<file path="src/rtl/serial_reduce_pipe.sv">
// ----------------------------------------------------------------------------
// serial_reduce_pipe
//   Pipelined WAY-bit to 1-bit reduction (AND / OR / XOR, optional final
//   inversion). One register bank follows every level of a binary reduction
//   tree; a valid/ready handshake with a global stall carries results out.
//
// Ports
//   clk        sole clock, rising edge
//   rst_n      asynchronous active-low reset
//   e1         operand vector (WAY bits), sampled on in_valid && in_ready
//   op         00 AND, 01 OR, 10 XOR, 11 reserved (sampled with e1)
//   inv        invert the final result (sampled with e1)
//   in_valid   upstream transaction valid
//   in_ready   block accepts a transaction this cycle
//   out        reduction result, valid when out_valid
//   out_valid  out holds a result
//   out_ready  downstream accepts out this cycle
//   op_err     result at the output was produced with reserved op 11
// ----------------------------------------------------------------------------
module serial_reduce_pipe #(
    parameter int unsigned WAY = 8
) (
    input  logic           clk,
    input  logic           rst_n,
    input  logic [WAY-1:0] e1,
    input  logic [1:0]     op,
    input  logic           inv,
    input  logic           in_valid,
    output logic           in_ready,
    output logic           out,
    output logic           out_valid,
    input  logic           out_ready,
    output logic           op_err
);

    localparam int unsigned LAT = (WAY <= 2) ? 1 : $clog2(WAY);

    // Width of tree level k: ceil(WAY / 2^k).
    function automatic int unsigned lvl_width(input int unsigned k);
        int unsigned d;
        d = 1 << k;
        return (WAY + d - 1) / d;
    endfunction

    // One tree level: pairs bits (2i, 2i+1); an odd top bit passes through.
    // Bits at or above ceil(w/2) come out as zero.
    function automatic logic [WAY-1:0] reduce_level(input logic [WAY-1:0] v,
                                                    input int unsigned    w,
                                                    input logic [1:0]     o);
        logic [2*WAY-1:0] ext;
        logic [WAY-1:0]   res;
        logic             a;
        logic             b;
        ext = {{WAY{1'b0}}, v};
        res = '0;
        for (int unsigned i = 0; i < WAY; i++) begin
            a = ext[2*i];
            b = ext[2*i+1];
            if (2*i + 1 < w) begin
                case (o)
                    2'b00:   res[i] = a & b;
                    2'b01:   res[i] = a | b;
                    default: res[i] = a ^ b;  // op 11 is overridden at the last stage
                endcase
            end else if (2*i < w) begin
                res[i] = a;
            end
        end
        return res;
    endfunction

    // Stage registers: data/op/inv are unreset, valids and outputs are reset.
    logic [WAY-1:0] r_data [LAT];
    logic [1:0]     r_op   [LAT];
    logic [LAT-1:0] r_inv;
    logic [LAT-1:0] r_vld;
    logic           r_out;
    logic           r_err;

    // Per-stage inputs and the level each stage computes.
    logic [WAY-1:0] w_in_data [LAT];
    logic [1:0]     w_in_op   [LAT];
    logic [LAT-1:0] w_in_inv;
    logic [LAT-1:0] w_in_vld;
    logic [WAY-1:0] w_lvl     [LAT];
    logic           w_en;
    logic           w_tree;
    logic           w_rsvd;
    logic           w_res;

    // Global stall: everything advances together or nothing moves.
    assign w_en     = !r_vld[LAT-1] || out_ready;
    assign in_ready = w_en;

    always_comb begin
        w_in_data = '{default: '0};
        w_in_op   = '{default: '0};
        w_in_inv  = '0;
        w_in_vld  = '0;
        w_lvl     = '{default: '0};
        w_in_data[0] = e1;
        w_in_op[0]   = op;
        w_in_inv[0]  = inv;
        w_in_vld[0]  = in_valid;
        for (int unsigned s = 1; s < LAT; s++) begin
            w_in_data[s] = r_data[s-1];
            w_in_op[s]   = r_op[s-1];
            w_in_inv[s]  = r_inv[s-1];
            w_in_vld[s]  = r_vld[s-1];
        end
        for (int unsigned s = 0; s < LAT; s++) begin
            w_lvl[s] = reduce_level(w_in_data[s], lvl_width(s), w_in_op[s]);
        end
    end

    // Final stage: reserved op forces the tree result to 0, then invert once.
    assign w_tree = w_lvl[LAT-1][0];
    assign w_rsvd = (w_in_op[LAT-1] == 2'b11);
    assign w_res  = (w_rsvd ? 1'b0 : w_tree) ^ w_in_inv[LAT-1];

    always_ff @(posedge clk) begin
        if (w_en) begin
            r_data <= w_lvl;
            r_op   <= w_in_op;
            r_inv  <= w_in_inv;
        end
    end

    always_ff @(posedge clk or negedge rst_n) begin
        if (!rst_n) begin
            r_vld <= '0;
            r_out <= 1'b0;
            r_err <= 1'b0;
        end else if (w_en) begin
            r_vld <= w_in_vld;
            // Bubbles leave the last result in place so out never sees unreset data.
            if (w_in_vld[LAT-1]) begin
                r_out <= w_res;
                r_err <= w_rsvd;
            end
        end
    end

    assign out       = r_out;
    assign out_valid = r_vld[LAT-1];
    assign op_err    = r_err;

endmodule

</file>
<file path="config.mk">
export PLATFORM = sky130hd
export DESIGN_NAME = serial_reduce_pipe
export DESIGN_NICKNAME = d
export VERILOG_FILES = /design/src/rtl/serial_reduce_pipe.sv
export SDC_FILE = /design/constraint.sdc
export NUM_CORES = 1
export LEC_CHECK = 0
export CAP_MARGIN = 30
export CORE_MARGIN = 2
export CORE_UTILIZATION = 49
export DETAILED_ROUTE_END_ITERATION = 7
export HOLD_SLACK_MARGIN = 0.02
export PLACE_DENSITY = 0.77
export SETUP_SLACK_MARGIN = 0.3
export SKIP_CTS_REPAIR_TIMING = 1
export SLEW_MARGIN = 20
export SYNTH_ARGS = -nofsm -noshare
export SYNTH_HDL_FRONTEND = slang
export SYNTH_SLANG_ARGS = --single-unit
export TNS_END_PERCENT = 10
</file>
<file path="constraint.sdc">
create_clock -name clk -period 1.5 [get_ports clk]
set_input_delay 0.45 -clock clk [delete_from_list [all_inputs] [get_ports clk]]
set_output_delay 0.45 -clock clk [all_outputs]
set_load 0.1 [all_outputs]
</file>
Word level (Yosys, flattened, before mapping)
Index checks and enable logic that the tools add are counted.

storage, ports and cells
  bits in registers = 17
  word-level logic and storage cells = 48
  output and inout bits = 4

operators by class
  bitwise logic cells = 22
  reduce and logical (&&, ||, !) cells = 6
  eq/ne operators = 4
  muxes and demuxes = 8

operator list
  operator            number
  $pmux 1 s2          7
  $xor 1x1->1         8
  $and 1x1->1         7
  $or 1x1->1          7
  $eq 2x1->1 const B  3
  $logic_not 2->1     3
  $eq 2x2->1 const B  1
  $reduce_and 2->1    1
  $logic_not 1->1     1
  $logic_or 1x1->1    1
  $mux 1              1

Logic depth before layout (Yosys ltp)
Gate-level depths: netlist (run 1).

  depth in word-level cells = 4
  mapped depth = 6
  gate-level depth less buffers = 6

Worst setup path before layout (run 1)
OpenSTA, ideal clock, no wires.

  path kind = reg2reg
  from = reg r_vld[2]
  to = reg r_vld[0]
  stages on the path, launching flop included = 3
  arrival = 2.548 ns
  period minus slack after synthesis = 2.677 ns
  library setup time = 0.129 ns
  path slack = -1.177 ns
  cells stage by stage = dfrtp_1 -> nand2b_1 -> mux2_2

between the ends
  cells in the longest elaborated chain, start to end = 2

RTL lines
  item                    line  RTL
  start, declared         76    logic [LAT-1:0] r_vld;
  start signal, assigned  135   r_vld <= w_in_vld;
  $logic_not 1->1         92    assign w_en = !r_vld[LAT-1] || out_ready;
  $logic_or 1x1->1        92
  via in_ready            29    output logic in_ready,

The timed path passes the listed nets, and every way through them passes these cells.
A chain may end at the register's enable or synchronous reset.

Worst setup path in the final report (run 1)
  from = reg r_vld[2]
  to = out in_ready

between the ends
  cells in the longest elaborated chain, start to end = 2

RTL lines
  item              line
  $logic_not 1->1   92
  $logic_or 1x1->1  92
  end, declared     29

No other way between the ends.

==> flow_summary.toml, run 1 <==
[outcome]
outcome = "finished, violations left"
violations = "negative setup slack"

[global_routing]
gr-max-usage-layer = "met2"
first_global_vias = 571
gr-usage-met2 = 0.327
grt-ovfl-total = 0
antenna_found_initial = 0
grt_pass1_wl_um = 2350
grt_max_degree = 11
met1_usage = 0.145
use_met3 = 0.0231
track_usage = 0.165

[timing]
period_share = 1.02
skew_ns = 0.0104
setup_ws_ns = -0.0279
finalHoldViolations = 0
finalCriticalPeriod_ns = 1.53
slew_headroom = 0.810
tightest_slew_ns = 0.284
grt_setup_unrepaired = "yes"
timing.fmax_mhz = 654
drv_slew = 0
tns_ns = -0.0279
setup_viol = 1

[die]
ios = 19
dieWidth_um = 47.4
die_y_um = 47.4
start_util = 0.528
core-area_um2 = 1750
dieArea_um2 = 2240
num_rows = 15

[detailed_routing]
routed_wl_um = 1510
drc = 0
drt-initial-drc-count = 6
route.vias.total = 634
antenna_left = 0
routedWlPerCell_um = 11.3
dr.pass1.iters = 3
viasPerCell = 4.77

[yosys]
ys_top_cells_by_count = "nand2_1, inv_1, ha_1"
synth_edf_count = 12
synth-async-reset-ratio = 0.294
synthTopCellsByArea = "edfxtp_1, ha_1, dfrtp_1, o21ai_0, nand2_1"
avgSynthCellArea_um2 = 11.0
ys_warn_count = 0
syn_nets = 113
synth.largest_area_cell = "edfxtp_1"
netlist_area_um2 = 922
ys_seq_area_frac = 0.526
synth-seq-cells = 17
synth_top_area_frac = 0.391
synth_top_flop_cell = "edfxtp_1"
synthDistinctLibCells = 14
synth_cells = 84
yosys.cell_count.top_type = "nand2_1"

[power]
peakVddDrop_uv = 1150
sequentialPowerShare = 0.417
combPwrFrac = 0.447
p_clk_frac = 0.136
powerDensity_nw_per_um2 = 1390
p_int_mw = 1.07
p_sw_frac = 0.393
p_leak_nw = 0.677
power_switching_mw = 0.696

[place]
routabilityCongestion = 0.741
place_hpwl_um = 1270
dp_cells = 129
portBuffers = 18
dp_slack_ns = -0.213

[clock_tree]
worstSkewPairLatency_ns = 0.29
cts_tree = "yes"
htreeDepth = 1
numCtsBuffers = 3
clock-root-buffer = "clkbuf_4"
cts.reportedPaths.clkPinSlew_ns = 0.08
cts_sinks = 17
cts_buffer_depth = 2

[setup_path]
critPathMaxFanout = 3
reg2reg_to = "out"
worstSetupPathType = "reg -> out"
cp-start-kind = "flip-flop"
cp-end-kind = "output pin"
r2r_setup_slack_ns = 0.18
rr_worst_depth = 6
worst_ep_required_time_ns = 1.05
arrival_ns = 1.08
r2r-start = "r_data[9]"

[hold_path]
hold_class = "in -> async"

[finish]
fin_nets = 138
fin_util = 0.732
area_growth_pct = 38.5
final_cells = 133
num_antenna_cells = 0
drive_above_1_share = 0.148

[flow_run]
cap_violations = 0
## cell type report
type / count / area (um^2)
Fill cell: 120 / 468
Tap cell: 25 / 31.3
Timing Repair Buffer: 20 / 263
Clock buffer: 4 / 26.3
Inverter: 15 / 56.3
Sequential cell: 17 / 489
Multi-Input combinational cell: 52 / 412
## critical path: stages (launching register included)
cell,delay [ns]
dfrtp_4,0.51
nand2b_4,0.10
buf_12,0.17
## through the flow
| stage | area, um^2 | total power [mW] | hold WS [ns] |
|---|---|---|---|
| final | 1280 | 1.77 | 0.376 |
| after global routing | 1280 | 1.87 | 0.383 |
| after CTS | 1230 | 1.77 | 0.373 |
| after detailed placement | 1210 | 1.53 | 0.415 |
| after global placement | 1210 | 1.49 | 0.405 |
| after floorplan | 941 | 1.21 | 0.154 |
## layout by cell type, fill, tap and decap left out, types with 2 or more instances in the layout
cell type        synthesis  routed
nand2_1                 16      16
inv_1                   15      15
ha_1                    14      13
edfxtp_1                12      12
o21ai_0                 12      11
dlymetal6s2s_1           0      11
dfrtp_1                  5       4
buf_12                   0       4
clkbuf_4                 0       3
clkdlybuf4s50_1          0       3
o21ai_1                  1       2
mux2_4                   0       2
buf_4                    0       2
## power groups by stage
| stage | clock network (mW) | registers [mW] | logic, mW |
|---|---|---|---|
| 2_1_floorplan | 0 | 0.957 | 0.250 |
| 3_3_place_gp | 0 | 0.735 | 0.752 |
| 3_5_place_dp | 0 | 0.749 | 0.778 |
| 4_1_cts | 0.248 | 0.738 | 0.780 |
| 5_1_grt | 0.263 | 0.753 | 0.850 |
| 6_report | 0.240 | 0.738 | 0.791 |
## sequential cells by signal, indices dropped and copies added, names as in the netlist
name    count
r_vld       3
r_op        4
op_err      1
out         1
r_inv       2
r_data      6
## cells by family (layout without fill, tap and decap cells)
| group | Yosys count | after routing | synth area share |
|---|---|---|---|
| AOI/OAI and AO/OA | 14 | 14 | 0.0882 |
| xor gates and xnor gates | 1 | 1 | 0.00950 |
| adders and majority gates | 14 | 14 | 0.190 |
| buffers and inverters | 15 | 39 | 0.0611 |
| DFF | 17 | 17 | 0.526 |
| muxes | 3 | 3 | 0.0353 |
| and+or+nand+nor | 20 | 20 | 0.0896 |
## worst max path at each step
stage / from / to / slack, ns / cells past startpoint
3_3_place_gp: out_ready / in_ready / -0.17 / 3
4_1_cts: out_ready / in_ready / -0.21 / 3
5_1_grt: r_vld[2] / in_ready / -0.06 / 2
2_1_floorplan: r_vld[2] / r_vld[0] / 0.01 / 2
6_report: r_vld[2] / in_ready / -0.03 / 2
3_5_place_dp: out_ready / r_vld[1] / -0.21 / 4
## routing by layer
layer,up-vias,wire length (um)
met4,0,45
met1,290,515
met3,5,37
met5,-,0
met2,15,907
li1,324,-
(Power assumes the default switching activity.)
==> run 2: changes to the inputs <==
--- a/config.mk
+++ b/config.mk
@@ -8,6 +8,7 @@
 export CAP_MARGIN = 30
 export CORE_MARGIN = 2
 export CORE_UTILIZATION = 49
+export CTS_BUF_LIST = sky130_fd_sc_hd__clkbuf_16
 export DETAILED_ROUTE_END_ITERATION = 7
 export HOLD_SLACK_MARGIN = 0.02
 export PLACE_DENSITY = 0.77
==> run 2 against run 1 <==
The run now ends clean. Die area is the same. Core utilization grew 1.8 points. First-iteration DRC count grew 67%. Clock power grew 120%. Non-clock buffer count grew 1. Register-to-register slack is essentially flat. Sequential share of layout area shrank 0.92 points. Routed wire length grew 12%. Worst hold slack gained 0.046 ns. Combinational power shrank 1%.
==> flow_summary.toml, run 2 (synthesized netlist as in run 1, its figures left out) <==
[outcome]
outcome = "finished, final reports clean"

[finish]
area_growth_pct = 41.9
fin_nets = 139
largest_register = "r_data"
multi_input_area_um2 = 395
regArea_um2 = 489
fin_area_um2 = 1310
drive_above_1_share = 0.138
final_cell_mix = "inv_1, nand2_1, ha_1, o21ai_0, edfxtp_1"
largest_reg_flops = 6
nFillCells = 118
num_antenna_cells = 0
fin_util = 0.750
top_regs = "r_data (6), r_op (4), r_vld (3)"
final_cells = 134

[global_routing]
antenna_found_initial = 0
gr-max-usage-layer = "met2"
grt_max_degree = 11
track_usage = 0.191
use_met3 = 0.0346
grt_pass1_wl_um = 2640
grt-ovfl-total = 0
first_global_vias = 595
met1_usage = 0.174
gr-usage-met2 = 0.349

[detailed_routing]
drt-initial-drc-count = 10
routed_wl_um = 1690
viasPerCell = 4.98
route.vias.total = 667
dr.pass1.iters = 5
antenna_left = 0
routedWlPerCell_um = 12.6
drc = 0

[clock_tree]
htreeDepth = 1
clock-root-buffer = "clkbuf_16"
cts.reportedPaths.clkPinSlew_ns = 0.05
cts_buffer_depth = 2
cts_sinks = 17
worstSkewPairLatency_ns = 0.25
numCtsBuffers = 3
cts_tree = "yes"

[timing]
tightest_slew_ns = 0.287
setup_viol = 0
drv_slew = 0
slew_headroom = 0.808
finalCriticalPeriod_ns = 1.48
finalHoldViolations = 0
period_share = 0.985
timing.fmax_mhz = 677
skew_ns = 0.00538
grt_setup_unrepaired = "yes"

[setup_path]
worstSetupPathType = "reg -> out"
worst_path_largest_cell_delay_ns = 0.50
critPathMaxFanout = 3
arrival_ns = 1.03
worst_ep_required_time_ns = 1.05
cp_cell_sequence = "nand2b_4 -> buf_12"
slowest_stage = "dfrtp_4"
cp-end-kind = "output pin"
cp-start-kind = "flip-flop"

[place]
routabilityCongestion = 0.741
placed_area_um2 = 1210
place_hpwl_um = 1270
portBuffers = 18
dp_cells = 129

[die]
ios = 19
core-area_um2 = 1750
start_util = 0.528
dieWidth_um = 47.4
die_y_um = 47.4
num_rows = 15
dieArea_um2 = 2240

[flow_run]
cap_violations = 0

[power]
peakVddDrop_uv = 1180
p_leak_nw = 0.661
powerDensity_nw_per_um2 = 1560

[hold_path]
hold_class = "in -> async"
==> run 2: cell count changes in the layout (fill, tap and decap cells not counted), sizes merged <==
cell,previous run,this run
inv,15,16
clkdlybuf4s50,3,8
dlymetal6s2s,11,6
clkbuf,4,3
buf,6,7
==> run 2: area by class of cell <==
class	count	share of cell area
Inverter	15	0.0430
Clock inverter	1	0.00287
Timing Repair Buffer	21	0.197
Sequential cell	17	0.374
Multi-Input combinational cell	52	0.302
Clock buffer	3	0.0574
Tap cell	25	0.0239
==> run 2: metrics by stage <==
| stage | power, mW | setup WS [ns] | TNS (ns) | hold slack, ns |
|---|---|---|---|---|
| 2_1_floorplan | 1.21 | 0.0132 | 0 | 0.154 |
| 3_3_place_gp | 1.49 | -0.168 | -1.44 | 0.405 |
| 3_5_place_dp | 1.53 | -0.213 | -2.21 | 0.415 |
| 4_1_cts | 2.05 | -0.218 | -0.218 | 0.426 |
| 5_1_grt | 2.14 | 0.000467 | 0 | 0.437 |
| 6_report | 2.04 | 0.0218 | 0 | 0.422 |
==> run 2: critical path: cells and delay by family, from the launching register on <==
kind	cells	cell delay, ns
buffers and inverters	1	0.17
and+or+nand+nor	1	0.11
DFF	1	0.50
==> run 2: path summary, 6_finish.rpt <==
kind | start | depth (start not counted) | end | slack [ns]
min reg2reg | r_inv[0] | 0 | r_inv[1] | 0.43
max in group asynchronous | rst_n | 1 | r_vld[2] | 0.87
min | rst_n | 1 | r_vld[2] | 0.42
max reg2reg | r_data[8] | 6 | out | 0.18
max | r_vld[2] | 2 | in_ready | 0.02
min in group clk | r_inv[0] | 0 | r_inv[1] | 0.43
==> run 2: power breakdown <==
group	internal, mW	switching [mW]
clock network	0.354	0.169
logic	0.317	0.465
registers	0.646	0.0927
==> run 2: layer usage <==
layer	vias up	routed length (um)
met4	0	89
met5	-	0
li1	327	-
met2	23	1010
met3	8	55
met1	309	542
==> run 3: changes to the inputs <==
--- a/config.mk
+++ b/config.mk
@@ -10,8 +10,10 @@
 export CORE_UTILIZATION = 49
 export CTS_BUF_LIST = sky130_fd_sc_hd__clkbuf_16
 export DETAILED_ROUTE_END_ITERATION = 7
+export GPL_ROUTABILITY_DRIVEN = 0
 export HOLD_SLACK_MARGIN = 0.02
 export PLACE_DENSITY = 0.77
+export REMOVE_ABC_BUFFERS = 1
 export SETUP_SLACK_MARGIN = 0.3
 export SKIP_CTS_REPAIR_TIMING = 1
 export SLEW_MARGIN = 20
==> run 3 against run 2 <==
Core utilization increased by 0.57 points. Clock skew decreased by 0.0046 ns. Setup slack improved by 0.074 ns. Sequential power decreased by 1%. Non-clock buffer count increased by 1. Critical path depth unchanged. Critical endpoint unchanged. Combinational power about the same. Register-to-register slack about the same. Largest cell class unchanged. Cell area increased by 0.76%. Power decreased by 0.19%. Largest power group unchanged. Routed wire length decreased by 13%.
==> flow_summary.toml, run 3 (synthesized netlist as in run 1, its figures left out) <==
[power]
powerDensity_nw_per_um2 = 1550
p_int_mw = 1.32
power_switching_mw = 0.722
p_sw_frac = 0.354
sequentialPowerShare = 0.356
p_leak_nw = 0.677
peakVddDrop_uv = 1600
p_clk_frac = 0.260
combPwrFrac = 0.384

[timing]
finalCriticalPeriod_ns = 1.40
slew_headroom = 0.816
timing.fmax_mhz = 712
setup_ws_ns = 0.0960
skew_ns = 0.000831
grt_setup_unrepaired = "yes"
tightest_slew_ns = 0.275
finalHoldViolations = 0
period_share = 0.936
setup_viol = 0
drv_slew = 0

[finish]
num_antenna_cells = 0
final_cells = 135
area_growth_pct = 43.0
largest_reg_flops = 6
top_regs = "r_data (6), r_op (4), r_vld (3)"
largest_register = "r_data"
fin_nets = 140
final_common_cell = "nand2_1"
drive_above_1_share = 0.145
final_cell_mix = "nand2_1, inv_1, ha_1, edfxtp_1, o21ai_0"

[setup_path]
critPathMaxFanout = 2
reg2reg_to = "out"
cp_cell_sequence = "nand2b_4 -> buf_12"
slowest_stage = "dfrtp_1"
cp-start-kind = "flip-flop"
cp-end-kind = "output pin"
r2r-start = "r_data[8]"
rr_worst_depth = 6
worstSetupPathType = "reg -> out"
r2r_setup_slack_ns = 0.18
arrival_ns = 0.95
worst_ep_required_time_ns = 1.05
worst_path_largest_cell_delay_ns = 0.42

[place]
dp_slack_ns = -0.280
portBuffers = 18
place_hpwl_um = 1130
dp_cells = 130

[detailed_routing]
antenna_left = 0
drc = 0
routedWlPerCell_um = 10.9
drt-initial-drc-count = 8
route.met3.wl_um = 42
route.vias.total = 647
routed_wl_um = 1470
dr.pass1.iters = 4
top_layer_used = "met4"
wl_met1_um = 645
viasPerCell = 4.79
dr_wl_met2_um = 771

[clock_tree]
numCtsBuffers = 3
clock-root-buffer = "clkbuf_16"
cts_sinks = 17
cts.reportedPaths.clkPinSlew_ns = 0.05
htreeDepth = 1
cts_tree = "yes"
cts_buffer_depth = 2
worstSkewPairLatency_ns = 0.25

[die]
dieArea_um2 = 2240
core-area_um2 = 1750
num_rows = 15
start_util = 0.528
ios = 19
die_y_um = 47.4
dieWidth_um = 47.4

[flow_run]
cap_violations = 0

[global_routing]
grt-ovfl-total = 0
grt_max_degree = 11
first_global_vias = 544
grt_pass1_wl_um = 2170
track_usage = 0.144
antenna_found_initial = 0

[outcome]
outcome = "finished, final reports clean"

[hold_path]
hold_class = "in -> async"
[run 3: cell types whose count changed in the layout (fill, tap and decap cells not counted), moves of 2 or more]
| cell | delta |
|---|---|
| o21ai_1 | +3 |
| mux2_4 | -2 |
| dlymetal6s2s_1 | +2 |
| buf_6 | +2 |
| mux2_2 | +2 |
| clkdlybuf4s50_1 | -2 |
| o21ai_0 | -3 |
[run 3: layout make-up]
class                   count  area, um^2
well taps                  25        31.3
flip-flops and latches     17         485
clock inverters             1        5.00
inverters                  15        56.3
repair buffers             22         278
fillers                   112         427
multi-input cells          52         388
clock buffers               3        75.1
[run 3: how the worst max path moves through the flow]
| stage | cells past startpoint | startpoint | slack (ns) | endpoint |
|---|---|---|---|---|
| global placement | 3 | out_ready | -0.24 | in_ready |
| finish | 2 | r_vld[2] | 0.1 | in_ready |
| floorplan | 2 | r_vld[2] | -1.18 | r_vld[0] |
| global route | 2 | r_vld[2] | 0.07 | in_ready |
| CTS | 3 | out_ready | -0.30 | in_ready |
| detailed placement | 3 | out_ready | -0.28 | in_ready |
[run 3: worst max-delay path, delay by kind of cell (launching register included)]
kind / cells / cell delay (ns)
buffers and inverters: 1 / 0.17
flip-flops: 1 / 0.42
AND/OR/NAND/NOR: 1 / 0.11
[run 3: through the flow]
step / hold slack, ns / TNS [ns] / utilization / instance area (um^2) / power (mW)
global route: 0.447 / 0 / 0.756 / 1320 / 2.13
detailed placement: 0.434 / -4.22 / 0.685 / 1200 / 1.50
CTS: 0.433 / -0.417 / 0.731 / 1280 / 2.02
global placement: 0.403 / -3.31 / 0.685 / 1200 / 1.47
floorplan: 0.154 / -18.90 / - / 922 / 1.18
finish: 0.423 / 0 / 0.756 / 1320 / 2.04
[run 3: per-layer routing]
metal	vias up	GRT usage
met5	-	0
met4	0	0.0500
met3	2	0.0346
met2	14	0.276
met1	302	0.150
li1	329	-
[run 3: power groups by stage]
stage               Combinational, mW  Clock [mW]  Sequential (mW)
CTS                             0.773       0.526            0.723
global route                    0.834       0.547            0.745
finish                          0.784       0.530            0.727
floorplan                       0.237           0            0.947
global placement                0.744           0            0.722
detailed placement              0.770           0            0.730
